$ cat config.mk
export PLATFORM = sky130hd
export DESIGN_NAME = axis_uart_rx
export DESIGN_NICKNAME = d
export VERILOG_FILES = /design/src/rtl/axis_uart_pkg.sv /design/src/rtl/axis_uart_sync.sv /design/src/rtl/axis_uart_rx.sv
export SDC_FILE = /design/constraint.sdc
export NUM_CORES = 1
export LEC_CHECK = 0
export ABC_AREA = 1
export CAP_MARGIN = 30
export CORE_ASPECT_RATIO = 1.4
export CORE_MARGIN = 2
export CORE_UTILIZATION = 55
export CTS_BUF_LIST = sky130_fd_sc_hd__clkbuf_8
export DETAILED_ROUTE_END_ITERATION = 10
export DONT_BUFFER_PORTS = 1
export PLACE_DENSITY = 0.78
export SYNTH_ARGS = -nofsm -noshare
export SYNTH_HDL_FRONTEND = slang
export SYNTH_SLANG_ARGS = --single-unit
$ cat constraint.sdc
create_clock -name clk_i -period 4.2 [get_ports clk_i]
set_input_delay 0.42 -clock clk_i [delete_from_list [all_inputs] [get_ports clk_i]]
set_output_delay 0.42 -clock clk_i [all_outputs]
set_load 0.01 [all_outputs]
$ cat src/rtl/axis_uart_pkg.sv
// rtl/axis_uart_pkg.sv - shared widths, parity select, FSM states and parity helper for the UART receiver
package axis_uart_pkg;

    localparam int DATA_WIDTH    = 8;
    localparam int DIVIDER_WIDTH = 16;

    typedef struct packed {
        logic odd;
        logic even;
    } uart_parity_reg_t;

    typedef enum logic [2:0] {
        IDLE,
        START,
        DATA,
        PARITY,
        STOP,
        WAIT
    } uart_state_e;

    // Expected parity bit on the line; odd wins when both selects are set.
    function automatic logic parity(input logic [DATA_WIDTH-1:0] data, input uart_parity_reg_t mode);
        return mode.odd ? ~(^data) : (^data);
    endfunction

endpackage

$ cat src/rtl/axis_uart_sync.sv
// rtl/axis_uart_sync.sv - multi-flop synchronizer for the idle-high serial line, resets to 1
module axis_uart_sync #(
    parameter int STAGES = 2
) (
    input  logic clk,
    input  logic rst,
    input  logic din,
    output logic dout
);

    logic [STAGES-1:0] chain;

    always_ff @(posedge clk or posedge rst) begin
        if (rst) begin
            chain <= '1;
        end else begin
            chain <= {chain[STAGES-2:0], din};
        end
    end

    assign dout = chain[STAGES-1];

endmodule

$ cat src/rtl/axis_uart_rx.sv
// rtl/axis_uart_rx.sv - UART receiver with AXI-Stream byte output; AXIS_UART_RX_PARITY_EN enables the parity bit
module axis_uart_rx
    import axis_uart_pkg::*;
#(
    parameter int SYNC_STAGES = 2
) (
    input  logic                     clk_i,
    input  logic                     rst_i,
    input  logic                     uart_rx_i,
    input  logic [DIVIDER_WIDTH-1:0] clk_divider_i,
    input  uart_parity_reg_t         parity_i,
    output logic [DATA_WIDTH-1:0]    m_axis_tdata_o,
    output logic                     m_axis_tvalid_o,
    input  logic                     m_axis_tready_i,
    output logic                     parity_err_o,
    output logic                     frame_err_o,
    output logic                     overrun_o
);

    localparam int BIT_W = $clog2(DATA_WIDTH);

    logic                     rx_s;
    logic                     rx_prev;
    uart_state_e              state;
    uart_state_e              state_n;
    logic [DIVIDER_WIDTH-1:0] div_q;
    logic [DIVIDER_WIDTH-1:0] cnt;
    logic [BIT_W-1:0]         bit_cnt;
    logic [DATA_WIDTH-1:0]    shift_q;
    logic                     par_bad;
    logic                     tick;
    logic                     done;
    logic                     par_fail;
    logic                     frm_fail;

    axis_uart_sync #(.STAGES(SYNC_STAGES)) u_sync (
        .clk  (clk_i),
        .rst  (rst_i),
        .din  (uart_rx_i),
        .dout (rx_s)
    );

`ifdef AXIS_UART_RX_PARITY_EN
    uart_parity_reg_t par_q;
`else
    logic unused_parity;
    assign unused_parity = ^parity_i;
`endif

    // START samples at half a bit; every later sample is a full bit apart.
    assign tick = (state == START) ? (cnt == (div_q >> 1) - DIVIDER_WIDTH'(1))
                                   : (cnt == div_q - DIVIDER_WIDTH'(1));

    always_comb begin
        state_n  = state;
        done     = 1'b0;
        par_fail = 1'b0;
        frm_fail = 1'b0;
        case (state)
            IDLE:   if (rx_prev && !rx_s) state_n = START;
            START:  if (tick) state_n = rx_s ? IDLE : DATA;
            DATA: begin
                if (tick && bit_cnt == BIT_W'(DATA_WIDTH - 1)) begin
`ifdef AXIS_UART_RX_PARITY_EN
                    state_n = (par_q.odd || par_q.even) ? PARITY : STOP;
`else
                    state_n = STOP;
`endif
                end
            end
            PARITY: begin
`ifdef AXIS_UART_RX_PARITY_EN
                if (tick) begin
                    par_fail = (rx_s != parity(shift_q, par_q));
                    state_n  = STOP;
                end
`else
                state_n = IDLE;
`endif
            end
            STOP: begin
                if (tick) begin
                    if (rx_s) begin
                        done    = !par_bad;
                        state_n = IDLE;
                    end else begin
                        frm_fail = !par_bad;
                        state_n  = WAIT;
                    end
                end
            end
            WAIT:    if (rx_s) state_n = IDLE;
            default: state_n = IDLE;
        endcase
    end

    always_ff @(posedge clk_i or posedge rst_i) begin
        if (rst_i) begin
            state <= IDLE;
        end else begin
            state <= state_n;
        end
    end

    always_ff @(posedge clk_i or posedge rst_i) begin
        if (rst_i) begin
            rx_prev <= 1'b1;
            div_q   <= DIVIDER_WIDTH'(2);
            cnt     <= '0;
            bit_cnt <= '0;
            shift_q <= '0;
            par_bad <= 1'b0;
        end else begin
            rx_prev <= rx_s;
            cnt     <= (state == IDLE || tick) ? '0 : cnt + DIVIDER_WIDTH'(1);
            if (state == IDLE && rx_prev && !rx_s) begin
                div_q   <= (clk_divider_i < DIVIDER_WIDTH'(2)) ? DIVIDER_WIDTH'(2) : clk_divider_i;
                bit_cnt <= '0;
                par_bad <= 1'b0;
            end
            if (state == DATA && tick) begin
                shift_q <= {rx_s, shift_q[DATA_WIDTH-1:1]};
                bit_cnt <= bit_cnt + BIT_W'(1);
            end
            if (state == PARITY && tick) begin
                par_bad <= par_fail;
            end
        end
    end

`ifdef AXIS_UART_RX_PARITY_EN
    always_ff @(posedge clk_i or posedge rst_i) begin
        if (rst_i) begin
            par_q        <= '0;
            parity_err_o <= 1'b0;
        end else begin
            if (state == IDLE && rx_prev && !rx_s) begin
                par_q <= parity_i;
            end
            parity_err_o <= par_fail;
        end
    end
`else
    assign parity_err_o = 1'b0;
`endif

    // Single-entry output register; a handshake in the completion cycle frees the slot.
    always_ff @(posedge clk_i or posedge rst_i) begin
        if (rst_i) begin
            m_axis_tdata_o  <= '0;
            m_axis_tvalid_o <= 1'b0;
            frame_err_o     <= 1'b0;
            overrun_o       <= 1'b0;
        end else begin
            frame_err_o <= frm_fail;
            overrun_o   <= done && m_axis_tvalid_o && !m_axis_tready_i;
            if (done && (!m_axis_tvalid_o || m_axis_tready_i)) begin
                m_axis_tdata_o  <= shift_q;
                m_axis_tvalid_o <= 1'b1;
            end else if (m_axis_tvalid_o && m_axis_tready_i) begin
                m_axis_tvalid_o <= 1'b0;
            end
        end
    end

endmodule

==> impl_results.md, run 1 <==
* Status: complete, no violations
* Area contributors post-synth: dfrtp_1 (38%), nand2_1 (19%), inv_1 (7.0%)
* Area growth syn-to-layout at 5.69%
* Final Hold Viols at 0
* Final HPWL DP at 6320 um
* Most frequent CP cell: nand2_1
* R2R setup slack at 750 ps
* Cell Chain, Critical Path: inv_2 -> nand3_2 -> nand2_1 -> nand2_1 -> ha_1 -> xor2_1 -> nand3_1 -> nor2_1 -> nand3_1 -> nor2_1 -> nand2_1 -> nor2_1 -> nand3_1 -> a21oi_1 -> nand4_1 -> nand2_1
* Setup Viol. Count Final at 0
* Clk_skew at 9.15 ps
* Routability Congestion at 0.861
* Power per Cell Area at 660 mW/mm^2
* RSZ-0062 raised after global routing: false
* Worst-path clk slew at 60 ps
* CP max-delay cell: dfrtp_1
* Crit start category: register
* Final #Nets at 563
* Via density at 5.42
* Most frequent cells in the layout: nand2_1 (186), inv_1 (70), dfrtp_1 (56)
* Top-area cell type share of the netlist area at 0.375
* Buf/Inv on CP at 1
* Core ar. at 0.00657 mm^2
* Setup bufs post-CTS at 0
* Die Span Y at 102 um
* DR DRC count at 0
* Vias in the first global route at 3,206
* Synth Instances at 535
* Die W at 73.7 um
* Required time worst endpoint at 4470 ps
* Crit path DAT at 3730 ps
* Die area at 0.00748 mm^2
* FF+latch count, synth at 60
* Delay-heaviest family, CP: simple AND/OR/NAND/NOR gates
* Highest Clock Rate at 0.289 GHz
* Total grt overflow at 0
* Drt wl/cell at 13.6 um
* Worst IR Drop VDD at 386 uV
* Vias post-DR at 3,338
* Netlist cell types at 33
* Setup TNS at 0 ps
* 1st-iter DRT viols at 193
* Final slew viol count at 0
* YS warnings at 0
* Port-buffer cells at 0
* Routed Antenna Nets at 0
* CTS tree: built
* Row cnt at 35
* Tot GR Track Use at 0.246
* Max cap viols at 0
* Drt total wl at 8360 um
* Htree depth at 3
* Longest Clk Path Bufs at 2
* CP Capture Type: register
* Most common cell after layout, fill and taps aside: nand2_1
* Fin crit share at 0.823
* Drt pass-1 iters at 6
* Hold crit path type: input pin to register
* Synth Cell Area at 0.00374 mm^2
* Seq/Total Area, Yosys at 0.403
* Worst hold margin at 80.0 ps
* Hold_buf cts at 0
* Root Buffer: clkbuf_8
* Resize count post-CTS at 0
* CTS Buf Count at 9
* Max_slew headroom at 0.444
* Leak pwr at 2.01 nW
* Share of post-route cells with drive strength above 1 at 0.103
* First-pass GRT wire length at 14,100 um
* Initial antenna violation count at 0
* Min Tclk post-route at 3450 ps
* CP max stage delay at 460 ps
* IO Pins at 34
* Ant diodes at 0
* Largest net degree at the start of global routing at 61
* Initial Util at 0.569
* Worst skew pair latency at 340 ps
* Avg Cell Area, Syn at 6.98 um^2
* Syn_nets at 561
* Critical setup path kind: register to register
* Max FO, Critical Path at 29
* Area leader, netlist: dfrtp_1
* CTS sink cnt at 60
* Slew @ Worst Pin at 827 ps
==> worst paths after layout <==
check,from,end,depth (start not counted)
min in group asynchronous,rst_i,bit_cnt[1],2
worst max-delay path,state[2],state[2],16
max in group asynchronous,rst_i,m_axis_tvalid_o,2
worst min register to register,u_sync.chain[0],u_sync.chain[1],0
worst max register to register,state[2],state[2],16
worst min-delay path,uart_rx_i,u_sync.chain[0],0
==> stage by stage <==
stage,worst slack (ps),power [mW],cell area [um^2],util,std cells
6_report,745,2.61,3950,0.601,616
3_3_place_gp,892,2.10,3780,0.575,600
4_1_cts,771,2.60,3950,0.601,616
5_1_grt,353,2.87,3950,0.601,616
2_1_floorplan,1670,1.89,3740,-,535
3_5_place_dp,815,2.15,3780,0.575,600
==> registers in the layout, indices dropped and copies added (netlist names) <==
signal / count
bit_cnt: 3
cnt: 16
div_q: 16
frame_err_o: 1
m_axis_tdata_o: 8
m_axis_tvalid_o: 1
overrun_o: 1
rx_prev: 1
shift_q: 8
state: 3
u_sync.chain: 2
==> where the power goes <==
group | switching [mW] | internal, mW
Sequential | 0.0670 | 0.680
Combinational | 0.995 | 0.420
Clock | 0.222 | 0.223
==> cells by family after synthesis <==
kind of cell	share of synthesized area
and+or+nand+nor	0.399
xor gates and xnor gates	0.0164
adders and majority gates	0.0134
AOI/OAI and AO/OA	0.0717
buffers and inverters	0.0958
other	0.00100
DFF	0.403
==> final cells by class <==
type / count / area, um^2
Inverter: 77 / 289
Timing Repair Buffer: 2 / 15.0
Clock inverter: 6 / 31.3
Clock buffer: 10 / 138
Sequential cell: 60 / 1510
Tap cell: 74 / 92.6
Multi-Input combinational cell: 387 / 1880
Fill cell: 581 / 2620
==> worst register-to-register path: cells and delay by family (launching register included) <==
kind                       cells  cell delay, ps
buffers and inverters          1             230
adders and majority gates      1             310
xor gates and xnor gates       1             160
DFF                            1             460
and+or+nand+nor               12            1920
AOI/OAI and AO/OA              1             320
==> synthesized netlist by cell type <==
master    instances
nand2_1         186
inv_1            70
dfrtp_1          56
nand3_1          49
nor2_1           34
o21ai_0          20
nor3_1           13
nand4_1          11
o21ai_1          11
o21ai_2           8
a21oi_1           7
nor3b_1           7
xor2_1            7
nand2_2           6
nor4_1            6
inv_2             5
buf_2             4
dfstp_2           4
ha_1              4
nor2_2            4
nor2_4            4
clkbuf_1          3
nand3_2           3
buf_4             2
buf_6             2
clkinv_1          2
a22oi_1           1
and3_1            1
conb_1            1
nand2_4           1
nand3b_1          1
nand4_4           1
nor3_2            1
==> per-layer routing <==
layer	up-vias	global-route usage	wire length (um)
met1	1537	0.285	3470
met5	-	0	0
met4	0	0.0923	174
met2	78	0.434	4330
li1	1706	-	-
met3	17	0.0567	384
(Power assumes the default switching activity.)
==> inputs of run 2 (changes only) <==
- PLACE_DENSITY: 0.78 -> 0.81
- clock period: 4.2 -> 2.9 ns (I/O delays scaled with it)
==> run 2 against run 1 <==
Sequential power up 46%. First-iteration DRC count up 65%. Combinational power up 90%. Largest cell class unchanged.
==> impl_results.md, run 2 (synthesized netlist as in run 1, its figures left out) <==
* Final #Nets at 590
* R2R setup slack at 90 ps
* Final slew viol count at 0
* Worst skew pair latency at 350 ps
* Max cap viols at 0
* Hold crit path type: input pin to register
* Hold EP: div_q[13]
* Final HPWL DP at 6650 um
* Min Tclk post-route at 2810 ps
* Core ar. at 0.00657 mm^2
* Critical setup path kind: register to register
* Comb power frac at 0.586
* Via density at 5.64
* Most common cell after layout, fill and taps aside: nand2_1
* Htree depth at 3
* Fin crit share at 0.967
* Fillers at 498
* Sw Pwr at 2.20 mW
* FF-to-FF path depth at 21
* CTS tree: built
* Routability Congestion at 0.866
* First-pass GRT wire length at 15,300 um
* RSZ-0062 raised after global routing: true
* CTS Buf Count at 9
* Initial Util at 0.569
* Required time worst endpoint at 3130 ps
* Max FO, Critical Path at 15
* Row cnt at 35
* Setup Viol. Count Final at 0
* DR DRC count at 0
* Hold_sp: clk_divider_i[13]
* FF/Latch Area at 0.00151 mm^2
* Tot GR Track Use at 0.268
* Highest Clock Rate at 0.356 GHz
* Most frequent cells in the layout: nand2_1 (174), inv_1 (69), dfrtp_1 (54)
* Drt total wl at 10,000 um
* Vias post-DR at 3,626
* Drt pass-1 iters at 5
* Area growth syn-to-layout at 18.9%
* Crit start category: register
* Total grt overflow at 0
* Internal power at 2.37 mW
* Port-buffer cells at 0
* Final design instance area without fill at 0.00444 mm^2
* Multi-input logic area at 0.00202 mm^2
* Root Buffer: clkbuf_8
* Die Span Y at 102 um
* Longest Clk Path Bufs at 2
* Worst R2R End: bit_cnt[0]
* Largest net degree at the start of global routing at 40
* Worst R2R Start: state[2]
* Status: complete, no violations
* IO Pins at 34
* Vias in the first global route at 3,507
* CP Capture Type: register
* Power per Cell Area at 1030 mW/mm^2
* Crit path DAT at 3040 ps
* CTS sink cnt at 60
* Slew @ Worst Pin at 1040 ps
* Ant diodes at 0
* Clock group share of total power at 0.174
* Share of post-route cells with drive strength above 1 at 0.190
* Sequential power share at 0.240
* Die W at 73.7 um
* Worst-path clk slew at 80 ps
* Max_slew headroom at 0.303
* Die area at 0.00748 mm^2
* Final Hold Viols at 0
* Clk_skew at 11.1 ps
* 1st-iter DRT viols at 319
* Hold Path Cell Cnt at 2
* Drt wl/cell at 15.6 um
* Final core occ at 0.676
* DP Area at 0.00386 mm^2
* Initial antenna violation count at 0
* Biggest regs: cnt: 16 flops, div_q: 16 flops
* Sw frac at 0.481
* Leak pwr at 2.19 nW
* Worst IR Drop VDD at 625 uV
* Routed Antenna Nets at 0
## run 2: power groups by stage
stage	Combinational, mW	Clock [mW]	Sequential, mW
5_1_grt	2.97	0.832	1.11
6_report	2.68	0.794	1.09
4_1_cts	2.20	0.784	1.09
3_3_place_gp	2.07	0	1.09
2_1_floorplan	1.66	0	1.07
3_5_place_dp	2.13	0	1.10
## run 2: worst max path at each step
stage,start,end,slack (ps),depth (start not counted)
CTS,state[1],bit_cnt[0],0.9,21
global route,state[1],bit_cnt[0],-80,21
floorplan,state[1],m_axis_tdata_o[0],370,20
detailed placement,state[0],m_axis_tdata_o[0],-40,18
finish,state[2],bit_cnt[0],90,21
global placement,state[0],m_axis_tdata_o[3],50,18
## run 2: per-layer routing
metal / global-route usage / vias up / wire, um / share of wire
li1: - / 1756 / - / -
met5: 0 / - / 0 / 0
met4: 0.141 / 0 / 331 / 0.033
met1: 0.281 / 1684 / 3670 / 0.37
met2: 0.480 / 148 / 5400 / 0.54
met3: 0.0667 / 38 / 603 / 0.060
## run 2: cell type report
class,count,share of cell area
sequential,60,0.340
tap,74,0.0209
multi-input combinational,387,0.454
inverter,77,0.0662
timing repair buffer,29,0.0716
clock inverter,6,0.0161
clock buffer,10,0.0310
## run 2: worst max-delay path: stages, from the launching register on
cell	delay, ps
dfrtp_2	470
inv_4	100
nand3_4	120
buf_12	170
nand2_2	80
nand2_2	120
nand2_4	100
nor2_4	50
buf_2	160
buf_4	130
nand4_1	110
nand2_1	90
a21oi_2	100
nand2_1	90
nor2_4	150
nand2_2	100
inv_4	110
nand2_8	100
nand2_2	130
inv_1	80
nand2_1	60
o21ai_1	60
## run 2: repair_timing
action                     CTS  global route
hold endpoints to repair    19             0
cloned                       0             2
resized for setup            2            38
buffers inserted             3            12
setup endpoints to repair   11            40
hold buffers                 2             0
pin swaps                    1            11
## run 2: stage by stage
| stage | hold slack, ps | std cells | total power, mW | worst slack [ps] | setup TNS [ps] |
|---|---|---|---|---|---|
| floorplan | 294 | 535 | 2.73 | 366 | 0 |
| global placement | 209 | 608 | 3.16 | 47.7 | 0 |
| detailed placement | 216 | 608 | 3.23 | -44.4 | -258 |
| CTS | 61.5 | 629 | 4.07 | 0.915 | 0 |
| global route | 65.5 | 643 | 4.92 | -83.3 | -953 |
| finish | 59.0 | 643 | 4.56 | 94.3 | 0 |
